### config.mk
export PLATFORM = sky130hd
export DESIGN_NAME = scan_chain_ctl
export DESIGN_NICKNAME = d
export VERILOG_FILES = /design/src/rtl/scan_pkg.sv /design/src/rtl/scan_beat_counter.sv /design/src/rtl/scan_chain_ctl.sv
export SDC_FILE = /design/constraint.sdc
export NUM_CORES = 1
export LEC_CHECK = 0
export BUFFER_PORTS_ARGS = -buffer_cell sky130_fd_sc_hd__buf_2
export CORE_MARGIN = 3
export CORE_UTILIZATION = 41
export DETAILED_ROUTE_END_ITERATION = 8
export GPL_TIMING_DRIVEN = 0
export PLACE_DENSITY = 0.7
export SYNTH_ARGS = -nofsm -noshare
export SYNTH_HDL_FRONTEND = slang
export SYNTH_HIERARCHICAL = 1
export SYNTH_SLANG_ARGS = --single-unit
### constraint.sdc
create_clock -name CLK -period 2.7 [get_ports CLK]
set_input_delay 0.405 -clock CLK [delete_from_list [all_inputs] [get_ports CLK]]
set_output_delay 0.405 -clock CLK [all_outputs]
set_load 0.005 [all_outputs]
### src/rtl/scan_pkg.sv
// Shared types and helpers for the scan capture/shift/update cell.
// Latency: none (types and constant functions only).
// Backpressure: none.
package scan_pkg;

    typedef enum logic [1:0] {
        IDLE     = 2'd0,
        LOADED   = 2'd1,
        SHIFTING = 2'd2,
        DONE     = 2'd3
    } scan_state_t;

    // Number of scan beats needed to move a W-bit word through an S-bit chain.
    function automatic int scan_beats(input int w, input int s);
        return (w + s - 1) / s;
    endfunction

endpackage

### src/rtl/scan_beat_counter.sv
// Saturating beat counter; tc flags the increment that reaches N.
// Latency: cnt updates one cycle after inc; tc is combinational from inc/cnt.
// Backpressure: none, inc is taken whenever asserted (clr wins).
module scan_beat_counter #(
    parameter int N  = 3,
    parameter int CW = $clog2(N + 1)
) (
    input  logic          CLK,
    input  logic          RST_N,
    input  logic          clr,
    input  logic          inc,
    output logic [CW-1:0] cnt,
    output logic          tc
);

    localparam logic [CW-1:0] CNT_MAX  = CW'(N);
    localparam logic [CW-1:0] CNT_LAST = CW'(N - 1);

    always_ff @(posedge CLK) begin
        if (!RST_N) begin
            cnt <= '0;
        end else if (clr) begin
            cnt <= '0;
        end else if (inc && (cnt != CNT_MAX)) begin
            cnt <= cnt + 1'b1;
        end
    end

    assign tc = inc && (cnt == CNT_LAST);

endmodule

### src/rtl/scan_chain_ctl.sv
// Scan capture/shift/update cell; SCAN_CHAIN_UPDATE_EN adds the shadow/override path.
// Latency: SCAN_OUT/status one cycle after the controlling edge; D_OUT combinational.
// Backpressure: SHIFT_EN may stall freely, the chain holds whenever no beat occurs.
module scan_chain_ctl
    import scan_pkg::*;
#(
    parameter int width      = 8,
    parameter int SCAN_WIDTH = 1
) (
    input  logic                  CLK,
    input  logic                  RST_N,
    input  logic [width-1:0]      D_IN,
    output logic [width-1:0]      D_OUT,
    input  logic [SCAN_WIDTH-1:0] SCAN_IN,
    output logic [SCAN_WIDTH-1:0] SCAN_OUT,
    input  logic                  CAPTURE,
    input  logic                  SHIFT_EN,
    input  logic                  UPDATE,
    input  logic                  OVERRIDE,
    output logic                  SHIFT_DONE,
    output logic [$clog2(scan_beats(width, SCAN_WIDTH) + 1)-1:0] BEAT_CNT,
    output logic                  ERR
);

    localparam int N  = scan_beats(width, SCAN_WIDTH);
    localparam int L  = N * SCAN_WIDTH;
    localparam int CW = $clog2(N + 1);

    scan_state_t  state;
    logic [L-1:0] chain;
    logic [L-1:0] cap_val;
    logic [L-1:0] shift_val;
    logic         beat;
    logic         last_beat;

    // Pad bits above the data word always capture as zero.
    always_comb begin
        cap_val            = '0;
        cap_val[width-1:0] = D_IN;
    end

    generate
        if (N == 1) begin : g_single_beat
            assign shift_val = SCAN_IN;
        end else begin : g_multi_beat
            assign shift_val = {chain[L-SCAN_WIDTH-1:0], SCAN_IN};
        end
    endgenerate

    assign beat = SHIFT_EN && !CAPTURE && ((state == LOADED) || (state == SHIFTING));

    scan_beat_counter #(
        .N  (N),
        .CW (CW)
    ) u_beat_counter (
        .CLK   (CLK),
        .RST_N (RST_N),
        .clr   (CAPTURE),
        .inc   (beat),
        .cnt   (BEAT_CNT),
        .tc    (last_beat)
    );

    always_ff @(posedge CLK) begin
        if (!RST_N) begin
            state      <= IDLE;
            chain      <= '0;
            SHIFT_DONE <= 1'b0;
            ERR        <= 1'b0;
        end else if (CAPTURE) begin
            state      <= LOADED;
            chain      <= cap_val;
            SHIFT_DONE <= 1'b0;
            ERR        <= 1'b0;
        end else begin
            if (beat) begin
                chain <= shift_val;
            end
            case (state)
                IDLE: begin
                    if (SHIFT_EN || UPDATE) begin
                        ERR <= 1'b1;
                    end
                end
                LOADED, SHIFTING: begin
                    if (UPDATE) begin
                        ERR <= 1'b1;
                    end
                    if (beat) begin
                        if (last_beat) begin
                            state      <= DONE;
                            SHIFT_DONE <= 1'b1;
                        end else begin
                            state <= SHIFTING;
                        end
                    end
                end
                DONE: begin
                    // Extra beats are refused; the update itself still goes through.
                    if (SHIFT_EN) begin
                        ERR <= 1'b1;
                    end
                    if (UPDATE) begin
                        state      <= IDLE;
                        SHIFT_DONE <= 1'b0;
                    end
                end
                default: begin
                    state      <= IDLE;
                    SHIFT_DONE <= 1'b0;
                end
            endcase
        end
    end

    assign SCAN_OUT = chain[L-1 -: SCAN_WIDTH];

`ifdef SCAN_CHAIN_UPDATE_EN
    logic [width-1:0] shadow;
    logic             commit;

    assign commit = UPDATE && !CAPTURE && (state == DONE);

    always_ff @(posedge CLK) begin
        if (!RST_N) begin
            shadow <= '0;
        end else if (commit) begin
            shadow <= chain[width-1:0];
        end
    end

    assign D_OUT = OVERRIDE ? shadow : D_IN;
`else
    logic unused_override;

    assign unused_override = OVERRIDE;
    assign D_OUT           = D_IN;
`endif

endmodule
Word level (Yosys, flattened, before mapping)
Index checks and enable logic that the tools add are counted.

word-level totals
  logic and storage cells = 53
  register bits after elaboration = 16
  output and inout port bits = 15
  input bits = 15

cells by class
  add/sub/neg operators = 1
  bitwise gates (word level) = 1
  muxes and demuxes = 15
  reduce and logical (&&, ||, !) cells = 17
  equal/unequal tests = 13

operators with widths
  operator               number
  $mux W8                2
  $ne A2 B2 Y1 const B   5
  $reduce_and A3 Y1      3
  $mux W1                8
  $add A4 B1 Y4 const B  1
  $eq A2 B2 Y1 const B   2
  $eq A4 B3 Y1 const B   1
  $logic_and A1 B1 Y1    4
  $mux W2                2
  $ne A4 B4 Y1 const B   1
  $pmux W2 S2            1
  $reduce_and A4 Y1      1
  $reduce_bool A2 Y1     2
  $reduce_or A2 Y1       2
  $ne A3 B2 Y1 const B   1
  $ne A3 B3 Y1 const B   1
  $pmux W1 S3            1
  $reduce_bool A3 Y1     1
  $eq A2 B1 Y1 const B   1
  $logic_not A2 Y1       1
  $logic_or A1 B1 Y1     2
  $ne A2 B1 Y1 const B   1
  $pmux W1 S2            1
  $logic_not A1 Y1       1
  $not A1 Y1             1

Longest topological paths before layout
  depth after elaboration = 8
  gate-level depth with buffers = 10

By module
The synthesis kept the hierarchy.

modules (own cells, without submodules)
  module             cells each  instances  area each (um^2)
  scan_chain_ctl     78          1          726.9
  scan_beat_counter  25          1          212.7

Worst setup path after synthesis
Ideal clock, no wire load.

  kind = register to register
  start point = register state[0]
  end point = register SHIFT_DONE
  arrival = 1.812 ns
  stages on the path, launching flop included = 11
  period minus slack after synthesis = 1.927 ns
  setup slack = 0.773 ns
  data required time = 2.585 ns
  cell sequence = dfxtp_1 inv_1 ha_1 nand2_2 nor2_1 nand2_1 nor3b_1 nand4b_1 o21ai_0 a21boi_0 o21ba_1

between the ends
  word-level cells in the longest chain between the ends = 6

RTL lines
  what                                          RTL line                 RTL
  from (decl)                                   scan_chain_ctl.sv:29     scan_state_t state;
  from (signal assigned)                        scan_chain_ctl.sv:66     state <= IDLE;
  from (signal assigned)                        scan_chain_ctl.sv:71     state <= LOADED;
  from (signal assigned)                        scan_chain_ctl.sv:91     state <= DONE;
  $eq A2 B1 Y1 or $eq A2 B2 Y1 (tied branches)  scan_chain_ctl.sv:50     assign beat = SHIFT_EN && !CAPTURE && ((state == LOADED) || (state == SHIFTING));
  $logic_or A1 B1 Y1 (*)                        scan_chain_ctl.sv:50
  $logic_and A1 B1 Y1 (*)                       scan_chain_ctl.sv:50
  net beat                                      scan_chain_ctl.sv:33     logic beat;
  $logic_and A1 B1 Y1 (*)                       scan_beat_counter.sv:29  assign tc = inc && (cnt == CNT_LAST);
  net last_beat                                 scan_chain_ctl.sv:34     logic last_beat;
  $ne A2 B2 Y1 (no source line) (*)             -
  $reduce_and A4 Y1 (no source line) (*)        -
  to (signal assigned)                          scan_chain_ctl.sv:68     SHIFT_DONE <= 1'b0;
  to (signal assigned)                          scan_chain_ctl.sv:73     SHIFT_DONE <= 1'b0;
  to (signal assigned)                          scan_chain_ctl.sv:92     SHIFT_DONE <= 1'b1;
  to (decl)                                     scan_chain_ctl.sv:20     output logic SHIFT_DONE,

Mark *: on every way through the listed nets, which the timed path passes. The rest lies on a longest branch.
A chain may end at the register's enable or synchronous reset.

Worst setup path in the final report
Same ends and word-level chain as after synthesis.

==> out/results.txt <==
Worst EP required: 2890 ps
count of pins over their slew limit: 0
layout cells sized above 1: 32.6%
DR vias: 800
Pwr Density: 442 nW/um^2
Combinational Power Share: 18.4%
Tcrit/Tclk final: 84.5%
status: completed
Main synth FF type: dfxtp_1
pin count of the biggest net entering global routing: 11
skew final: 3.85 ps
CP Launch Type: flop
slowest cell on the critical path: ha_1
filler instances: 203
initial drt markers: 4
CP max FO: 7
Avg Cell Area, Syn: 9.12 um^2
Resized cells post-CTS: 0
DP Area: 1110 um^2
Synth Net Count: 123
Clock transition at path regs: 100 ps
CTS H-tree lvls: 1
DRC Markers: 0
TritonCTS Sinks: 16
count of input and output buffers: 28
# hold bufs at CTS: 0
CP Class: flop to flop
Synth area leaders: dfxtp_1 34%, mux2i_1 9.6%, o211a_1 8.5%
Global Route Usage Sum: 14.9%
dpl hpwl: 1460 um
Crit path largest cell delay: 400 ps
total iterations of the first detailed-routing run: 4
sequential cell area fraction in the yosys report: 34.1%
Worst VDD drop: 331 uV
Slew HR: 71.6%
# IOs: 30
Netlist Area Pre-Place: 940 um^2
count of final hold-check violations: 0
Reg power frac: 50.5%
vias in the first global route: 764
WP data arrival: 2470 ps
Routed WL: 1890 um
GRT Residual Overflow: 0
Seq cells post-synth: 16
Yosys warnings: 6
Clock power frac: 31.1%
Tightest Pin Transition: 426 ps
Worst Hold Class: primary input to flop
Buf/Inv on CP: 1
CTS tree: yes
Switching Fraction: 24.8%
Yosys cell types: 29
initial antenna violation count: 0
setup_tns: 0 ps
CTS Buf Count: 3
Die ar.: 2900 um^2
Pleak: 0.621 nW
P&R area growth vs syn: 22.4%
initial core utilization: 45.6%
unrepaired setup endpoints after global routing: no
antenna-violating nets left: 0
P_int: 382 uW
setup bufs post-CTS: 0
core area: 2060 um^2
Worst setup EP type: flop
clock period minus worst slack: 2280 ps
via density per instance: 4.94
Post-Syn Instances: 103
Final setup viols: 0
first-pass GRT wire length: 3200 um
clock latency on the worst-skew pair: 280 ps
Psw: 126 uW
crit-path cells: inv_1, ha_1, nand2_2, nor2_1, nand2_1, nor3b_1, nand4b_1, o21ai_0, a21boi_0, o21ba_1
nets: 156
Post-synth EDFFs: 0
Top Family by Delay on Critical Path: simple AND/OR/NAND/NOR gates
Routed WL per cell: 11.7 um
Yosys top cell area share: 34.1%
cell taking the most area after synthesis: dfxtp_1
row cnt: 16
Die Span Y: 53.9 um
Final GP Congestion: 0.692
Bufs on Longest Clock Path: 2
Root Driver: clkbuf_4
fmax: 439 MHz
ant diodes: 0
Max Cap Viol: 0
Die W: 53.9 um
FFs w/ async S/R, synth: 0%
Design Area, Final: 1150 um^2
==> sequential cells by signal, summed over array words and instances (netlist names) <==
signal	cells
u_beat_counter/cnt	4
chain	8
ERR	1
state	2
SHIFT_DONE	1
==> layout make-up <==
class	count	area (um^2)	share of cell area, %
multi-input combinational	67	487	42.3
sequential	16	320	27.9
timing repair buffer	28	140	12.2
buffer	12	103	8.92
clock buffer	4	36.3	3.16
tap	27	33.8	2.94
inverter	8	30.0	2.61
==> kinds of logic after synthesis <==
| logic type | synth area share (%) |
|---|---|
| AO/OA/AOI/OAI | 19.3 |
| XOR/XNOR | 0.932 |
| adder cells (fa/ha/maj) | 6.66 |
| buffers and inverters | 14.1 |
| flip-flops | 34.1 |
| multiplexers | 9.59 |
| AND/OR/NAND/NOR | 15.3 |
==> cells in the mapped netlist (all sizes together) (2+ instances only) <==
cell and count:
nand2b 3, a21boi 2, mux2i 9, ha 5, nand2 13, o211a 8
inv 8, o21ai 4, nor2 3, nor2b 2, buf 11, dfxtp 16
a21oi 6
==> worst reg2reg max path, cell delays in order, from the launching register on <==
cell and delay, ps:
dfxtp_1 390, inv_1 60, ha_1 400, nand2_2 80, nor2_1 280, nand2_1 160
nor3b_1 280, nand4b_1 130, o21ai_0 110, a21boi_0 120, o21ba_1 180
==> cells in the final DEF (no fill, tap or decap), types with 2 or more instances in the layout <==
cell / count
o21ai_0: 4
nor2b_1: 2
nor2_1: 3
mux2i_1: 9
nand2_1: 12
clkbuf_4: 3
dfxtp_1: 16
a21boi_0: 2
buf_2: 28
ha_1: 5
o211a_1: 8
buf_4: 9
nand2b_1: 3
a21oi_1: 6
inv_1: 8
==> through the flow <==
step / instances / worst slack (ps) / util [%] / total power, mW / hold WS, ps
floorplan: 103 / 773 / - / 0.323 / 441
global placement: 158 / 471 / 54.0 / 0.353 / 432
detailed placement: 158 / 433 / 54.0 / 0.356 / 469
CTS: 162 / 417 / 55.8 / 0.516 / 464
global route: 162 / 240 / 55.8 / 0.538 / 477
finish: 162 / 420 / 55.8 / 0.508 / 471
==> routing by layer <==
metal	wire (um)	GRT usage (%)	vias to the layer above
met5	0	0	-
met4	10	2.55	0
met3	94	4.99	2
met2	955	26.0	17
met1	833	17.9	364
li1	-	-	417
==> power groups by stage <==
stage	sequential, mW	clock, mW	combinational, mW
after global placement	0.262	0	0.0915
after detailed placement	0.262	0	0.0941
final	0.257	0.158	0.0933
after global routing	0.258	0.174	0.106
after floorplan	0.261	0	0.0626
after CTS	0.257	0.165	0.0946
==> final timing paths <==
check / start / slack (ps) / cells after the start / end
max: state[0]$_SDFFE_PN0P_ / 420 / 10 / SHIFT_DONE$_SDFFE_PP0P_
min: RST_N / 470 / 3 / u_beat_counter/cnt[1]$_SDFFE_PP0P_
max reg2reg: state[0]$_SDFFE_PN0P_ / 420 / 10 / SHIFT_DONE$_SDFFE_PP0P_
min reg2reg: ERR$_SDFFE_PP0P_ / 470 / 2 / ERR$_SDFFE_PP0P_
No activity file was read; power rests on OpenSTA's default activity.
